$ cat src/rtl/rot_pkg.sv
// Shared types and default sizing for the rotation frame sequencer.
package rot_pkg;
    localparam int POINT_WIDTH = 12;
    localparam int MAX_POINTS  = 32;
    localparam int IDX_W       = $clog2(MAX_POINTS + 1);
    localparam int FIFO_DEPTH  = 8;

    // Element [0] is x, [1] is y, [2] is z; each element is a signed coordinate.
    typedef logic signed [2:0][POINT_WIDTH-1:0] point_t;

    typedef enum logic [1:0] {
        S_IDLE  = 2'd0,
        S_ISSUE = 2'd1,
        S_DRAIN = 2'd2
    } seq_state_e;
endpackage

$ cat src/rtl/rotation_sequencer_if.sv
// Rotated-point stream from the sequencer to the projection stage.
interface rotation_sequencer_if
    import rot_pkg::*;
#(
    parameter int IDX_W = rot_pkg::IDX_W
);
    logic             pt_valid;
    point_t           pt_data;
    logic [IDX_W-1:0] pt_idx;
    logic             pt_last;
    logic             pt_ready;

    modport master (output pt_valid, output pt_data, output pt_idx, output pt_last, input pt_ready);
    modport slave  (input pt_valid, input pt_data, input pt_idx, input pt_last, output pt_ready);
endinterface

$ cat src/rtl/rot_fifo.sv
// First-word-fall-through point FIFO; the head entry is visible whenever not empty.
module rot_fifo
    import rot_pkg::*;
#(
    parameter int DEPTH = 8,
    parameter int CNT_W = $clog2(DEPTH + 1)
) (
    input  logic             clk,
    input  logic             rst,
    input  logic             i_push,
    input  point_t           i_data,
    input  logic             i_pop,
    output point_t           o_data,
    output logic [CNT_W-1:0] o_count,
    output logic             o_full,
    output logic             o_empty
);
    localparam int AW = $clog2(DEPTH);

    point_t           r_mem [DEPTH];
    logic [AW-1:0]    r_wr_ptr;
    logic [AW-1:0]    r_rd_ptr;
    logic [CNT_W-1:0] r_count;

    // Storage needs no reset: the head is never consumed while empty.
    always_ff @(posedge clk) begin
        if (i_push) begin
            r_mem[r_wr_ptr] <= i_data;
        end
    end

    always_ff @(posedge clk or posedge rst) begin
        if (rst) begin
            r_wr_ptr <= AW'(0);
            r_rd_ptr <= AW'(0);
            r_count  <= CNT_W'(0);
        end else begin
            if (i_push) begin
                r_wr_ptr <= r_wr_ptr + AW'(1);
            end
            if (i_pop) begin
                r_rd_ptr <= r_rd_ptr + AW'(1);
            end
            case ({i_push, i_pop})
                2'b10:   r_count <= r_count + CNT_W'(1);
                2'b01:   r_count <= r_count - CNT_W'(1);
                default: r_count <= r_count;
            endcase
        end
    end

    assign o_data  = r_mem[r_rd_ptr];
    assign o_count = r_count;
    assign o_full  = (r_count == CNT_W'(DEPTH));
    assign o_empty = (r_count == CNT_W'(0));
endmodule

$ cat src/rtl/rotation_sequencer.sv
// Frame controller: walks vertex memory into the rotation datapath under a credit
// limit and streams the rotated points out through a FIFO.
module rotation_sequencer
    import rot_pkg::*;
#(
    parameter int MAX_POINTS = rot_pkg::MAX_POINTS,
    parameter int FIFO_DEPTH = rot_pkg::FIFO_DEPTH,
    parameter int IDX_W      = $clog2(MAX_POINTS + 1)
) (
    input  logic                        clk,
    input  logic                        rst,
    input  logic                        i_frame_start,
    input  logic [IDX_W-1:0]            i_num_points,
    input  point_t                      i_sin_cfg,
    input  point_t                      i_cos_cfg,
    output logic                        o_busy,
    output logic                        o_frame_done,
    output logic                        o_err,
    output logic                        o_vtx_rd_en,
    output logic [IDX_W-1:0]            o_vtx_addr,
    input  point_t                      i_vtx_data,
    output logic                        o_rot_valid_in,
    output point_t                      o_rot_in,
    output point_t                      o_rot_sin,
    output point_t                      o_rot_cos,
    input  logic                        i_rot_valid_out,
    input  point_t                      i_rot_out,
    rotation_sequencer_if.master        o_pt
);
    localparam int CNT_W = $clog2(FIFO_DEPTH + 1);

    seq_state_e       r_state, w_next;
    logic [IDX_W-1:0] r_num, r_issued, r_popped;
    point_t           r_sin, r_cos;
    logic [CNT_W-1:0] r_in_flight;
    logic             r_err, r_busy, r_frame_done, r_rot_valid_in;
    logic             w_start, w_rd_en, w_done, w_pop, w_push, w_credit_ok;
    logic             w_full, w_empty;
    logic [CNT_W-1:0] w_count;
    logic [CNT_W:0]   w_occupancy;
    point_t           w_head;

    // Results already queued plus results still inside the rotation pipe must fit.
    assign w_occupancy = {1'b0, w_count} + {1'b0, r_in_flight};
    assign w_credit_ok = (w_occupancy < (CNT_W + 1)'(FIFO_DEPTH));
    assign w_pop       = !w_empty && o_pt.pt_ready;
    assign w_push      = i_rot_valid_out && (r_in_flight != CNT_W'(0)) && (!w_full || w_pop);

    always_ff @(posedge clk or posedge rst) begin
        if (rst) begin
            r_state <= S_IDLE;
        end else begin
            r_state <= w_next;
        end
    end

    always_comb begin
        w_next  = r_state;
        w_start = 1'b0;
        w_rd_en = 1'b0;
        w_done  = 1'b0;
        case (r_state)
            S_IDLE: begin
                if (i_frame_start && !r_frame_done) begin
                    w_start = 1'b1;
                    w_next  = (i_num_points == IDX_W'(0)) ? S_DRAIN : S_ISSUE;
                end else begin
                    w_next = S_IDLE;
                end
            end
            S_ISSUE: begin
                if (w_credit_ok && (r_issued < r_num)) begin
                    w_rd_en = 1'b1;
                    w_next  = (r_issued + IDX_W'(1) == r_num) ? S_DRAIN : S_ISSUE;
                end else begin
                    w_next = S_ISSUE;
                end
            end
            S_DRAIN: begin
                if ((r_num == IDX_W'(0)) || (w_pop && (r_popped + IDX_W'(1) == r_num))) begin
                    w_done = 1'b1;
                    w_next = S_IDLE;
                end else begin
                    w_next = S_DRAIN;
                end
            end
            default: w_next = S_IDLE;
        endcase
    end

    always_ff @(posedge clk or posedge rst) begin
        if (rst) begin
            r_num          <= IDX_W'(0);
            r_sin          <= point_t'(0);
            r_cos          <= point_t'(0);
            r_issued       <= IDX_W'(0);
            r_popped       <= IDX_W'(0);
            r_in_flight    <= CNT_W'(0);
            r_err          <= 1'b0;
            r_busy         <= 1'b0;
            r_frame_done   <= 1'b0;
            r_rot_valid_in <= 1'b0;
        end else begin
            if (w_start) begin
                r_num    <= i_num_points;
                r_sin    <= i_sin_cfg;
                r_cos    <= i_cos_cfg;
                r_issued <= IDX_W'(0);
                r_popped <= IDX_W'(0);
            end else begin
                r_issued <= w_rd_en ? r_issued + IDX_W'(1) : r_issued;
                r_popped <= w_pop ? r_popped + IDX_W'(1) : r_popped;
            end
            case ({w_rd_en, i_rot_valid_out && (r_in_flight != CNT_W'(0))})
                2'b10:   r_in_flight <= r_in_flight + CNT_W'(1);
                2'b01:   r_in_flight <= r_in_flight - CNT_W'(1);
                default: r_in_flight <= r_in_flight;
            endcase
            // A result with no outstanding credit is dropped and flagged until reset.
            r_err          <= r_err || (i_rot_valid_out && (r_in_flight == CNT_W'(0)));
            r_busy         <= (w_next != S_IDLE);
            r_frame_done   <= w_done;
            r_rot_valid_in <= w_rd_en;
        end
    end

    rot_fifo #(
        .DEPTH (FIFO_DEPTH),
        .CNT_W (CNT_W)
    ) u_fifo (
        .clk     (clk),
        .rst     (rst),
        .i_push  (w_push),
        .i_data  (i_rot_out),
        .i_pop   (w_pop),
        .o_data  (w_head),
        .o_count (w_count),
        .o_full  (w_full),
        .o_empty (w_empty)
    );

    assign o_busy         = r_busy;
    assign o_frame_done   = r_frame_done;
    assign o_err          = r_err;
    assign o_vtx_rd_en    = w_rd_en;
    assign o_vtx_addr     = w_rd_en ? r_issued : IDX_W'(0);
    assign o_rot_valid_in = r_rot_valid_in;
    assign o_rot_in       = r_rot_valid_in ? i_vtx_data : point_t'(0);
    assign o_rot_sin      = r_sin;
    assign o_rot_cos      = r_cos;

    assign o_pt.pt_valid  = !w_empty;
    assign o_pt.pt_data   = w_empty ? point_t'(0) : w_head;
    assign o_pt.pt_idx    = r_popped;
    assign o_pt.pt_last   = !w_empty && (r_popped == r_num - IDX_W'(1));
endmodule

$ cat src/flat_wrapper.sv
// flat-port wrapper written by rule: the top's interface ports become plain ports
module rotation_sequencer_flat import rot_pkg::*;
#(
    parameter int MAX_POINTS = rot_pkg::MAX_POINTS,
    parameter int FIFO_DEPTH = rot_pkg::FIFO_DEPTH,
    parameter int IDX_W      = $clog2(MAX_POINTS + 1)
)
  (clk, rst, i_frame_start, i_num_points, i_sin_cfg, i_cos_cfg, o_busy, o_frame_done, o_err, o_vtx_rd_en, o_vtx_addr, i_vtx_data, o_rot_valid_in, o_rot_in, o_rot_sin, o_rot_cos, i_rot_valid_out, i_rot_out, o_pt_pt_valid, o_pt_pt_data, o_pt_pt_idx, o_pt_pt_last, o_pt_pt_ready);
  rotation_sequencer_if #(.IDX_W(IDX_W)) o_pt_i ();
  input  logic clk;
  input  logic rst;
  input  logic i_frame_start;
  input  logic [IDX_W-1:0] i_num_points;
  input  point_t i_sin_cfg;
  input  point_t i_cos_cfg;
  output logic o_busy;
  output logic o_frame_done;
  output logic o_err;
  output logic o_vtx_rd_en;
  output logic [IDX_W-1:0] o_vtx_addr;
  input  point_t i_vtx_data;
  output logic o_rot_valid_in;
  output point_t o_rot_in;
  output point_t o_rot_sin;
  output point_t o_rot_cos;
  input  logic i_rot_valid_out;
  input  point_t i_rot_out;
  output wire logic [$bits(o_pt_i.pt_valid)-1:0] o_pt_pt_valid;
  output wire logic [$bits(o_pt_i.pt_data)-1:0] o_pt_pt_data;
  output wire logic [$bits(o_pt_i.pt_idx)-1:0] o_pt_pt_idx;
  output wire logic [$bits(o_pt_i.pt_last)-1:0] o_pt_pt_last;
  input wire logic [$bits(o_pt_i.pt_ready)-1:0] o_pt_pt_ready;
  assign o_pt_pt_valid = o_pt_i.pt_valid;
  assign o_pt_pt_data = o_pt_i.pt_data;
  assign o_pt_pt_idx = o_pt_i.pt_idx;
  assign o_pt_pt_last = o_pt_i.pt_last;
  assign o_pt_i.pt_ready = o_pt_pt_ready;
  rotation_sequencer #(.MAX_POINTS(MAX_POINTS), .FIFO_DEPTH(FIFO_DEPTH), .IDX_W(IDX_W)) u_core (.clk(clk), .rst(rst), .i_frame_start(i_frame_start), .i_num_points(i_num_points), .i_sin_cfg(i_sin_cfg), .i_cos_cfg(i_cos_cfg), .o_busy(o_busy), .o_frame_done(o_frame_done), .o_err(o_err), .o_vtx_rd_en(o_vtx_rd_en), .o_vtx_addr(o_vtx_addr), .i_vtx_data(i_vtx_data), .o_rot_valid_in(o_rot_valid_in), .o_rot_in(o_rot_in), .o_rot_sin(o_rot_sin), .o_rot_cos(o_rot_cos), .i_rot_valid_out(i_rot_valid_out), .i_rot_out(i_rot_out), .o_pt(o_pt_i));
endmodule
$ cat config.mk
export PLATFORM = sky130hd
export DESIGN_NAME = rotation_sequencer_flat
export DESIGN_NICKNAME = d
export VERILOG_FILES = /design/src/rtl/rot_pkg.sv /design/src/rtl/rotation_sequencer_if.sv /design/src/rtl/rot_fifo.sv /design/src/rtl/rotation_sequencer.sv /design/src/flat_wrapper.sv
export SDC_FILE = /design/constraint.sdc
export NUM_CORES = 1
export LEC_CHECK = 0
export CORE_ASPECT_RATIO = 1.25
export CORE_UTILIZATION = 52
export CTS_CLUSTER_DIAMETER = 60
export DETAILED_ROUTE_END_ITERATION = 6
export PLACE_DENSITY_LB_ADDON = 0.15
export REMOVE_ABC_BUFFERS = 1
export SYNTH_ARGS = -nofsm -noshare
export SYNTH_HDL_FRONTEND = slang
export SYNTH_SLANG_ARGS = --single-unit
$ cat constraint.sdc
create_clock -name clk -period 5.3 [get_ports clk]
set_input_delay 0.795 -clock clk [delete_from_list [all_inputs] [get_ports clk]]
set_output_delay 0.795 -clock clk [all_outputs]
set_load 0.01 [all_outputs]
==> metrics <==
most frequent cell after synthesis edfxtp_1; final hold vios 0; largest fanout on the critical path 18; Avg Inst Size Synth 15.3 sq um; Max Slew Vio Count 0; Max-Cap Viols 0; EDFF count, synth 288; top cells by count, synth 288 x edfxtp_1, 239 x nand2_1, 110 x dfrtp_1, 72 x mux4_2, 66 x nor2_1; Root Buffer clkbuf_16; largest net degree at the start of global routing 95; largest cells by area after synthesis edfxtp_1 53%, dfrtp_1 17%, mux4_2 10%; clk slew on worst S/H paths roughly 0.07 ns; Pwr Density 561 mW/mm^2; Vias/cell ~5.3; Worst Tran Pin Value approximately 0.95 ns; post-route setup TNS 0 ns; vias in the first global route 10100; # setup viols final 0; CP Capture Type output port; synthesis-stage register bit count slightly below 400; number of port buffers around 320; WL/cell 19.7 microns; num ports 318; DP Wirelength roughly 23 mm; fin crit period between 4 and 5 ns; area leader, netlist edfxtp_1; Syn Inst Count roughly 1100; number of fill cells 2084; fmax ~240 MHz; Synth Warn # 0; status finished, final reports clean; core area around 0.031 sq mm; first-pass GRT wire length approximately 56 mm; WL final approximately 36 mm; Worst Path Arrival 3.42 ns; sequential element share of the synthesized area 70.0%; RePlAce Congestion 0.814; pre-CTS WS around 1.6 ns; Iter 0 DRT Violations about 490; drt first pass iters 5; Post-CTS Hold Buffers 0; static leakage around 8 nW; Crit Path Class reg2out; all-layer global routing usage between 20% and 30%; CP max stage delay roughly 0.77 ns; routed via count a little under 10000; clock sink count between 300 and 400; Final #Nets 1564; Max Clock Skew approximately 0.011 ns; CP required 4.51 ns; # resized after CTS 0; initial antenna violation count 5; Routed Antenna Nets 0; FFs w/ async S/R, synth between 20% and 30%; RSZ-0062 raised after global routing false; postcts setup bufs 0; later-pin clock latency in the skew report around 0.52 ns; share of cells above drive strength 1 ~12%; Die Span Y about 200 microns; worst hold path class reg2reg; fin crit share 79.4%; # rows 72; total power 0.0120 W; Yosys top cell area share a little over half; Area Growth Syn to Fin 31.0%; ys flop type edfxtp_1; worst path cell trace ha_1 -> nor4_1 -> nand3_1 -> nor4b_4 -> inv_1 -> nor2_1 -> clkdlybuf4s50_1; CTS Buffer Depth 3; Clock H-tree levels 2; total die area about 0.032 sq mm; DRC viols 0; Worst slew margin between 30% and 40%; CTS buffer count 38; Initial Util a little over half; worst vdd ir ~0.32 mV; Slowest-stage cell, CP nor4b_4; die width about 160 microns; CTS tree yes; Core Util, Final between 60% and 70%; gr ovfl total 0; Critical Path Start Type flop; synth unique cells 54; cell area after synthesis 0.0163 sq mm; Worst Setup Slack, final between 1 and 1.5 ns
==> through the flow <==
stage	area [sq um]	std cells	hold WS, ns
floorplan	16100	1013	0.480
global placement	20000	1756	0.456
global route	21300	1828	0.493
CTS	21300	1825	0.478
detailed placement	20000	1756	0.462
finish	21300	1829	0.473
==> report_power, final <==
group | total, W | switching [W] | internal (W)
combinational | 0.00442 | 0.00204 | 0.00238
clock | 0.00290 | 0.00114 | 0.00176
sequential | 0.00465 | 0.000573 | 0.00408
==> placed cells by master (no fill, tap or decap), drive strengths merged, types with 19 or more instances in the layout <==
cell	n
mux2i	39
mux4	72
clkbuf	46
and2	44
nor2	67
buf	19
nand2	239
ha	19
xnor2	21
edfxtp	288
dfrtp	110
clkdlybuf4s50	317
==> worst max-delay path: cells and delay by family (launching register included) <==
family / cells / cell delay [ns]
flip-flops: 1 / 0.42
AND/OR/NAND/NOR: 4 / 1.36
buffers and inverters: 2 / 0.79
adder cells (fa/ha/maj): 1 / 0.32
==> flip-flops by register name, summed over array words and instances (netlist names) <==
name	flops
u_core.u_fifo.r_mem	288
u_core.o_rot_cos	36
u_core.o_rot_sin	36
u_core.o_pt.pt_idx	6
u_core.r_issued	6
u_core.r_num	6
u_core.r_in_flight	4
u_core.u_fifo.o_count	4
u_core.u_fifo.r_rd_ptr	3
u_core.u_fifo.r_wr_ptr	3
u_core.r_state	2
u_core.o_busy	1
u_core.o_err	1
u_core.o_frame_done	1
u_core.o_rot_valid_in	1
==> area by class of cell <==
| type | instances | area (sq um) | area share (%) |
|---|---|---|---|
| Sequential cell | 398 | 11400 | 53.4 |
| Multi-Input combinational cell | 601 | 4690 | 22.0 |
| Timing Repair Buffer | 336 | 3330 | 15.6 |
| Clock buffer | 46 | 1010 | 4.74 |
| Tap cell | 407 | 509 | 2.39 |
| Clock inverter | 23 | 338 | 1.58 |
| Inverter | 14 | 55.1 | 0.258 |
| Antenna cell | 4 | 10.0 | 0.0469 |
==> worst paths after layout <==
kind | startpoint | end | slack [ns] | cells past startpoint
min reg2reg | u_core.o_rot_cos[15] | u_core.o_rot_cos[15] | 0.47 | 2
max reg2reg | u_core.u_fifo.o_count[3] | u_core.r_in_flight[2] | 1.84 | 12
max in group asynchronous | rst | u_core.u_fifo.r_rd_ptr[0] | 3.67 | 3
max | u_core.u_fifo.o_count[3] | o_vtx_addr[0] | 1.09 | 7
min in group asynchronous | rst | u_core.o_rot_cos[16] | 0.65 | 2
min | u_core.o_rot_cos[15] | u_core.o_rot_cos[15] | 0.47 | 2
==> metal layers <==
layer | track usage [%] | vias up | wire [microns]
li1 | - | 4511 | -
met1 | 28.7 | 4851 | 14400
met2 | 39.1 | 288 | 18300
met3 | 5.64 | 59 | 2450
met4 | 7.97 | 2 | 907
met5 | 0 | - | 14
==> cells by family (layout without fill, tap and decap cells) <==
group / Yosys count / in the layout / synth area share (%)
DFF: 398 / 398 / 70.0
adders and majority gates: 20 / 20 / 1.58
xor gates and xnor gates: 37 / 37 / 1.99
other: 0 / 4 / 0
AOI/OAI and AO/OA: 34 / 34 / 1.44
buffers and inverters: 66 / 419 / 1.69
muxes: 117 / 117 / 12.8
and+or+nand+nor: 393 / 393 / 10.6
(Power assumes the default switching activity.)
